**src/rtl/otter_io_pkg.sv**
```systemverilog
// Shared definitions for the OTTER IOBUS timer/switch responder: register map,
// status bit positions and the control register layout.
package otter_io_pkg;

    // Word offsets within the register window (IOBUS_ADDR[4:2])
    localparam logic [2:0] OFF_CTRL  = 3'd0;
    localparam logic [2:0] OFF_PRESC = 3'd1;
    localparam logic [2:0] OFF_CMP   = 3'd2;
    localparam logic [2:0] OFF_COUNT = 3'd3;
    localparam logic [2:0] OFF_STAT  = 3'd4;
    localparam logic [2:0] OFF_SW    = 3'd5;

    localparam int CTRL_EN_BIT     = 0;
    localparam int CTRL_AUTO_BIT   = 1;
    localparam int CTRL_IE_TMR_BIT = 2;
    localparam int CTRL_IE_SW_BIT  = 3;

    localparam int STAT_TMR_BIT = 0;
    localparam int STAT_SW_BIT  = 1;

    localparam int PRESC_WIDTH = 16;

    // Packed so that en lands on bit 0, matching the bus view of CTRL
    typedef struct packed {
        logic ie_sw;
        logic ie_tmr;
        logic auto_rl;
        logic en;
    } ctrl_t;

endpackage

```
**src/rtl/otter_sync_edge.sv**
```systemverilog
// Two-flop synchronizer for a bank of asynchronous inputs, plus a flag that is
// high whenever the synchronized value differs from the previous sample.
module otter_sync_edge #(
    parameter int WIDTH = 16
) (
    input  logic             clk_i,
    input  logic             rst_ni,
    input  logic [WIDTH-1:0] async_i,
    output logic [WIDTH-1:0] sync_o,
    output logic             change_o
);

    logic [WIDTH-1:0] meta_q;
    logic [WIDTH-1:0] sync_q;
    logic [WIDTH-1:0] prev_q;

    always_ff @(posedge clk_i or negedge rst_ni) begin
        if (!rst_ni) begin
            meta_q <= '0;
            sync_q <= '0;
            prev_q <= '0;
        end else begin
            meta_q <= async_i;
            sync_q <= meta_q;
            prev_q <= sync_q;
        end
    end

    assign sync_o   = sync_q;
    assign change_o = |(sync_q ^ prev_q);

endmodule

```
**src/rtl/otter_iobus_timer.sv**
```systemverilog
// OTTER IOBUS device: prescaled compare timer with auto-reload/one-shot and a
// synchronized switch port, with a level interrupt held until software clears it.
module otter_iobus_timer
    import otter_io_pkg::*;
#(
    parameter logic [31:0] BASE_ADDR = 32'h1100_0000,
    parameter int          SW_WIDTH  = 16,
    parameter int          CNT_WIDTH = 32
) (
    input  logic                CLK,
    input  logic                RESET_N,
    input  logic [31:0]         IOBUS_ADDR,
    input  logic [31:0]         IOBUS_OUT,
    input  logic                IOBUS_WR,
    output logic [31:0]         IOBUS_IN,
    input  logic [SW_WIDTH-1:0] SWITCHES,
    output logic                INTR
);

    logic [2:0]             off;
    logic                   hit;
    logic                   wr_hit;
    logic                   unused_addr;

    ctrl_t                  ctrl_q, ctrl_d;
    logic [PRESC_WIDTH-1:0] presc_q, presc_d;
    logic [PRESC_WIDTH-1:0] pcnt_q, pcnt_d;
    logic [CNT_WIDTH-1:0]   cmp_q, cmp_d;
    logic [CNT_WIDTH-1:0]   count_q, count_d;
    logic                   tmr_flag_q, tmr_flag_d;
    logic                   sw_flag_q, sw_flag_d;

    logic                   tick;
    logic                   cnt_wr;
    logic                   tmr_set;
    logic [SW_WIDTH-1:0]    sw_sync;
    logic                   sw_change;

    assign off         = IOBUS_ADDR[4:2];
    assign hit         = (IOBUS_ADDR[31:5] == BASE_ADDR[31:5]) && (off <= OFF_SW);
    assign wr_hit      = IOBUS_WR && hit;
    assign cnt_wr      = wr_hit && (off == OFF_COUNT);
    assign unused_addr = ^IOBUS_ADDR[1:0];

    assign tick = ctrl_q.en && (pcnt_q == presc_q);

    otter_sync_edge #(
        .WIDTH(SW_WIDTH)
    ) u_sync (
        .clk_i   (CLK),
        .rst_ni  (RESET_N),
        .async_i (SWITCHES),
        .sync_o  (sw_sync),
        .change_o(sw_change)
    );

    always_comb begin
        ctrl_d     = ctrl_q;
        presc_d    = presc_q;
        pcnt_d     = pcnt_q;
        cmp_d      = cmp_q;
        count_d    = count_q;
        tmr_flag_d = tmr_flag_q;
        sw_flag_d  = sw_flag_q;
        tmr_set    = 1'b0;

        if (!ctrl_q.en || tick) begin
            pcnt_d = '0;
        end else begin
            pcnt_d = pcnt_q + 16'd1;
        end

        // A software COUNT load in the tick cycle suppresses the compare entirely
        if (tick && !cnt_wr) begin
            if (count_q == cmp_q) begin
                tmr_set = 1'b1;
                if (ctrl_q.auto_rl) begin
                    count_d = '0;
                end else begin
                    ctrl_d.en = 1'b0;
                end
            end else begin
                count_d = count_q + CNT_WIDTH'(1);
            end
        end

        if (wr_hit) begin
            case (off)
                OFF_CTRL:  ctrl_d = ctrl_t'(IOBUS_OUT[3:0]);
                OFF_PRESC: begin
                    presc_d = IOBUS_OUT[PRESC_WIDTH-1:0];
                    pcnt_d  = '0;
                end
                OFF_CMP:   cmp_d   = IOBUS_OUT[CNT_WIDTH-1:0];
                OFF_COUNT: count_d = IOBUS_OUT[CNT_WIDTH-1:0];
                OFF_STAT: begin
                    if (IOBUS_OUT[STAT_TMR_BIT]) tmr_flag_d = 1'b0;
                    if (IOBUS_OUT[STAT_SW_BIT])  sw_flag_d  = 1'b0;
                end
                default: ;
            endcase
        end

        // Hardware set events override a same-cycle write-one-to-clear
        if (tmr_set)   tmr_flag_d = 1'b1;
        if (sw_change) sw_flag_d  = 1'b1;
    end

    always_ff @(posedge CLK or negedge RESET_N) begin
        if (!RESET_N) begin
            ctrl_q     <= '0;
            presc_q    <= '0;
            pcnt_q     <= '0;
            cmp_q      <= '0;
            count_q    <= '0;
            tmr_flag_q <= 1'b0;
            sw_flag_q  <= 1'b0;
        end else begin
            ctrl_q     <= ctrl_d;
            presc_q    <= presc_d;
            pcnt_q     <= pcnt_d;
            cmp_q      <= cmp_d;
            count_q    <= count_d;
            tmr_flag_q <= tmr_flag_d;
            sw_flag_q  <= sw_flag_d;
        end
    end

    always_comb begin
        IOBUS_IN = '0;
        if (hit) begin
            case (off)
                OFF_CTRL:  IOBUS_IN[3:0]             = ctrl_q;
                OFF_PRESC: IOBUS_IN[PRESC_WIDTH-1:0] = presc_q;
                OFF_CMP:   IOBUS_IN[CNT_WIDTH-1:0]   = cmp_q;
                OFF_COUNT: IOBUS_IN[CNT_WIDTH-1:0]   = count_q;
                OFF_STAT: begin
                    IOBUS_IN[STAT_TMR_BIT] = tmr_flag_q;
                    IOBUS_IN[STAT_SW_BIT]  = sw_flag_q;
                end
                OFF_SW:    IOBUS_IN[SW_WIDTH-1:0]    = sw_sync;
                default:   IOBUS_IN = '0;
            endcase
        end
    end

    assign INTR = (tmr_flag_q & ctrl_q.ie_tmr) | (sw_flag_q & ctrl_q.ie_sw);

endmodule
```
**config.mk**
```make
export PLATFORM = sky130hd
export DESIGN_NAME = otter_iobus_timer
export DESIGN_NICKNAME = d
export VERILOG_FILES = /design/src/rtl/otter_io_pkg.sv /design/src/rtl/otter_sync_edge.sv /design/src/rtl/otter_iobus_timer.sv
export SDC_FILE = /design/constraint.sdc
export NUM_CORES = 1
export LEC_CHECK = 0
export BUFFER_PORTS_ARGS = -buffer_cell sky130_fd_sc_hd__buf_4
export CELL_PAD_IN_SITES_DETAIL_PLACEMENT = 1
export CELL_PAD_IN_SITES_GLOBAL_PLACEMENT = 1
export CORE_MARGIN = 2
export CORE_UTILIZATION = 30
export DETAILED_ROUTE_END_ITERATION = 16
export GPL_TIMING_DRIVEN = 0
export HOLD_SLACK_MARGIN = 0.06
export PLACE_DENSITY_LB_ADDON = 0.2
export SYNTH_ARGS = -nofsm -noshare
export SYNTH_HDL_FRONTEND = slang
export SYNTH_SLANG_ARGS = --single-unit
```
**constraint.sdc**
```tcl
create_clock -name CLK -period 5.37 [get_ports CLK]
set_clock_uncertainty 0.05 [all_clocks]
set_input_delay 0.537 -clock CLK [delete_from_list [all_inputs] [get_ports CLK]]
set_output_delay 0.537 -clock CLK [all_outputs]
set_load 0.01 [all_outputs]
```
==> flow_results.org <==
** Logic synthesis
- By instance count, the leading cell after synthesis is dfrtp_1.
- In the synthesized netlist, the cells that appear most often are dfrtp_1 (150), nor2_1 (93), xor2_1 (58), nand2_1 (57), mux2_2 (48).
- Synthesized net count :: 879
- In this run the biggest area consumer among cell types represents 47.4% of the synthesized area.
- Count of distinct cell types in the synthesized netlist :: 60
- Synth Flop Type :: dfrtp_1
- Most area-hungry cell type in the Yosys netlist :: dfrtp_1
- Synth warnings :: 0
- Count of flip-flops with a built-in enable after synthesis :: 0
- Synth Area per Inst :: approximately 10 µm²
- Yosys attributes the largest share of cell area to dfrtp_1 (47%), mux2_2 (6.8%), xor2_1 (6.4%), nor2_1 (4.4%), a22oi_1 (3.1%).
- After synthesis, the share of flip-flops with an asynchronous set or reset is 100%.
- The cell count after synthesis came out at 794.
- Fraction of the yosys area taken by sequential cells :: between 40% and 50%
- The mapped netlist covers slightly below 8000 µm².
- Synthesis inferred 150 register bits.

** Clock network
- For this design, the sink count on the clock tree is 150.
- Number of buffers created by CTS :: 17
- In this run the clock root is driven by a clkbuf_16.
- The H-tree generated during clock tree synthesis spans 4 levels.
- The clock passes through at most 2 buffers.
- After clock tree synthesis, the repair step resized 0 gates.
- Source-to-sink clock delay at the later pin of the worst-skew pair :: 440 ps
- Worst-path clk slew :: 80 ps
- After clock tree synthesis, the setup repair step added 0 buffers.
- CTS tree :: built
- CTS Hold Bufs :: 1

** Placement
- Placed Area :: slightly above 9000 µm²
- Global placer's final weighted congestion :: between 0.8 and 0.9
- # port buffers :: roughly 110
- Detailed placement ended at an HPWL of 20900 µm.

** Final layout
- The layout has roughly 3000 filler cells.
- In the final design database the tool counted slightly above 1000 nets.
- With fillers left out, the area of the finished cells amounts to a little under 10000 µm².
- The area growth from synthesis to layout is 24.2%.
- N_diodes :: 0
- For this run, the share of the core covered by cells in the final layout is 37.8%.
- Cells with a size suffix above 1 make up a little under a quarter of the layout.

** STA
- Max-slew violation count :: 0
- Final setup violation count :: 0
- At the pin with the least slew margin, the transition time is 989 ps.
- Final count of hold timing violations :: 0
- Setup TNS :: 0 ps
- The worst path in the final design needs a cycle of 3720 ps, including I/O delays and setup.
- Setup repair after global routing left no endpoint under its margin.
- Max transition margin :: between 30% and 40%
- Derived from the worst setup path, the maximum achievable clock frequency is roughly 270 MHz.
- The worst path uses around 70% of the clock period.

** Pwr
- The analysis attributes to net switching a power of approximately 0.68 mW.
- Overall power consumption after layout is estimated at around 2.5 mW.
- Net switching is 27.0% of the power.
- Gate power share :: approximately 5.7%
- Across the VDD grid, the largest voltage drop is around 0.19 mV.
- In this run the power density over the cells is approximately 260 nW/µm².
- Internal power :: about 1.8 mW
- Summed over all cells, the static leakage comes to between 4 and 5 nW.
- In this run, the clock network consumes between 40% and 50% of the power.
- The share of total power dissipated in sequential elements is 45.9%.

** GRT
- First-pass GRT wire length :: approximately 44000 µm
- Overflow left after global routing :: 0
- The via count of the first global-routing pass is 7044.
- Global routing used 20.7% of the available tracks.
- Antenna violations before repair :: 0
- Maximum number of pins on one net before global-route repair :: 98

** Min path
- Path class of the lowest-slack min-delay path :: in -> reg
- The worst hold path terminates at u_sync.meta_q[1].
- Along the worst hold path, the cell count comes to 1.
- Worst Min Path Start :: SWITCHES[1]

** Outcome
- The run finished with clean final reports.

** Detailed routing
- Routed wire length per instance :: approximately 22 µm
- After the first detailed-routing iteration, the DRC count stood at around 500.
- The first TritonRoute pass finished after 5 iterations.
- Once detail routing completed, the nets flagged for antenna violations numbered 0.
- Routed via count :: between 6000 and 7000
- Remaining routing DRC violations :: 0
- Vias per std cell :: 5.30
- For this block, the routed nets add up to approximately 28000 µm of wire.

** Critical path
- The startpoint identified for the worst register-to-register timing path is count_q[12].
- For this design, the slowest cell found on the critical path is nor2_1.
- For the worst setup path, the data required time is 5610 ps.
- For the worst setup path, the data arrival time is 3960 ps.
- The number of buffers and inverters on the critical path is 1.
- Along the worst path, the maximum fanout reaches 10.
- Delay of the slowest cell on the worst path :: roughly 740 ps
- Cell chain of the critical path :: xor2_1 -> nor4_1 -> nand4_1 -> nor2_1 -> clkbuf_1 -> o21bai_1 -> mux2i_1 -> a21oi_1
- In this run the register-to-register setup slack is approximately 1700 ps.
- The worst setup path is launched from a flop.
- Endpoint class of the critical path :: flop
- Grouping stages by cell kind, the critical path spends the most delay in simple AND/OR/NAND/NOR gates.
- The critical path in this run is classified as reg -> reg.
- The worst register-to-register path has a depth of 8.
- The endpoint identified for the worst register-to-register timing path is count_q[21].

** Flow run
- Across the run, the number of max-cap violations was 0.

** Floorplan
- For this configuration, the core starts out at a cell density of just over 30%.
- Die Width :: between 150 and 200 µm
- The total area inside the core boundary comes to roughly 26000 µm².
- Count of boundary I/O pins :: roughly 120
- Row Count :: 59
- Die outline height :: around 170 µm
- Die area :: ~28000 µm²
==> cell usage in the layout (no fill, tap or decap), drive strengths merged, types with 11 or more instances in the layout <==
| master | Yosys | routed |
|---|---|---|
| nor2 | 94 | 94 |
| nor3 | 11 | 11 |
| dfrtp | 150 | 150 |
| nor4 | 21 | 21 |
| clkbuf | 40 | 57 |
| a21oi | 33 | 33 |
| o21ai | 33 | 33 |
| inv | 10 | 16 |
| xnor2 | 20 | 20 |
| xor2 | 58 | 58 |
| or4 | 11 | 11 |
| nand4 | 17 | 17 |
| buf | 14 | 127 |
| nand3 | 19 | 19 |
| nand2 | 57 | 57 |
| mux2 | 56 | 56 |
| a22oi | 33 | 33 |
| and3 | 12 | 12 |
==> cell families (layout without fill, tap and decap cells) <==
logic type | after synthesis | in the layout | share of synthesized area (%)
fa+ha+maj | 2 | 2 | 0.316
buf+inv | 64 | 210 | 3.38
simple gates | 281 | 281 | 17.7
compound gates | 151 | 151 | 12.5
mux | 68 | 68 | 10.1
xor+xnor | 78 | 78 | 8.63
flops | 150 | 150 | 47.4
==> routing by layer <==
metal	vias to the layer above	global-route usage [%]	wire [µm]	part of all wire, %
met5	-	0	0	0
met4	0	4.31	332	1.2
met3	26	4.33	1470	5.3
met2	198	32.4	12800	46
met1	3422	29.5	13400	48
li1	3108	-	-	-
==> worst max path at each step <==
stage                   from     endpoint  slack (ps)  depth (start not counted)
2_1_floorplan  IOBUS_ADDR[7]  presc_q[10]        2650                          9
3_3_place_gp     count_q[12]  count_q[21]        1760                          8
3_5_place_dp     count_q[12]  count_q[21]        1780                          8
4_1_cts          count_q[12]  count_q[21]        1770                          8
5_1_grt          count_q[12]  count_q[21]        1500                          8
6_report         count_q[12]  count_q[21]        1650                          8
==> state kept, by name, summed over array words and instances (netlist names) <==
register       count
ctrl_q             4
u_sync.sync_o     16
count_q           32
pcnt_q            16
presc_q           16
u_sync.meta_q     16
sw_flag_q          1
u_sync.prev_q     16
cmp_q             32
tmr_flag_q         1
==> power by group through the flow <==
stage	logic, mW	registers, mW	clock network (mW)
final	0.145	1.16	1.22
after global routing	0.159	1.16	1.30
after CTS	0.147	1.16	1.25
after detailed placement	0.145	1.18	0
after global placement	0.142	1.18	0
after floorplan	0.0451	1.18	0
==> stage by stage <==
| stage | hold WS [ps] | setup slack, ps | std cells |
|---|---|---|---|
| floorplan | 191 | 2650 | 794 |
| global placement | 282 | 1760 | 1241 |
| detailed placement | 286 | 1780 | 1242 |
| CTS | 138 | 1770 | 1275 |
| global route | 133 | 1500 | 1275 |
| finish | 153 | 1650 | 1275 |
==> worst register-to-register path, delay by kind of cell, from the launching register on <==
kind / cells / cell delay [ps]
AO/OA/AOI/OAI: 2 / 250
flip-flops: 1 / 480
AND/OR/NAND/NOR: 3 / 1740
XOR/XNOR: 1 / 240
multiplexers: 1 / 220
buffers and inverters: 1 / 600
==> area by class of cell <==
class	instances	area, µm²	area share, %
Clock inverter	15	185	1.88
Inverter	10	37.5	0.382
Clock buffer	17	425	4.33
Buffer	54	230	2.34
Tap cell	335	419	4.26
Timing Repair Buffer	114	886	9.01
Multi-Input combinational cell	580	3890	39.6
Sequential cell	150	3750	38.2
Power figures use the tool's default switching activity.
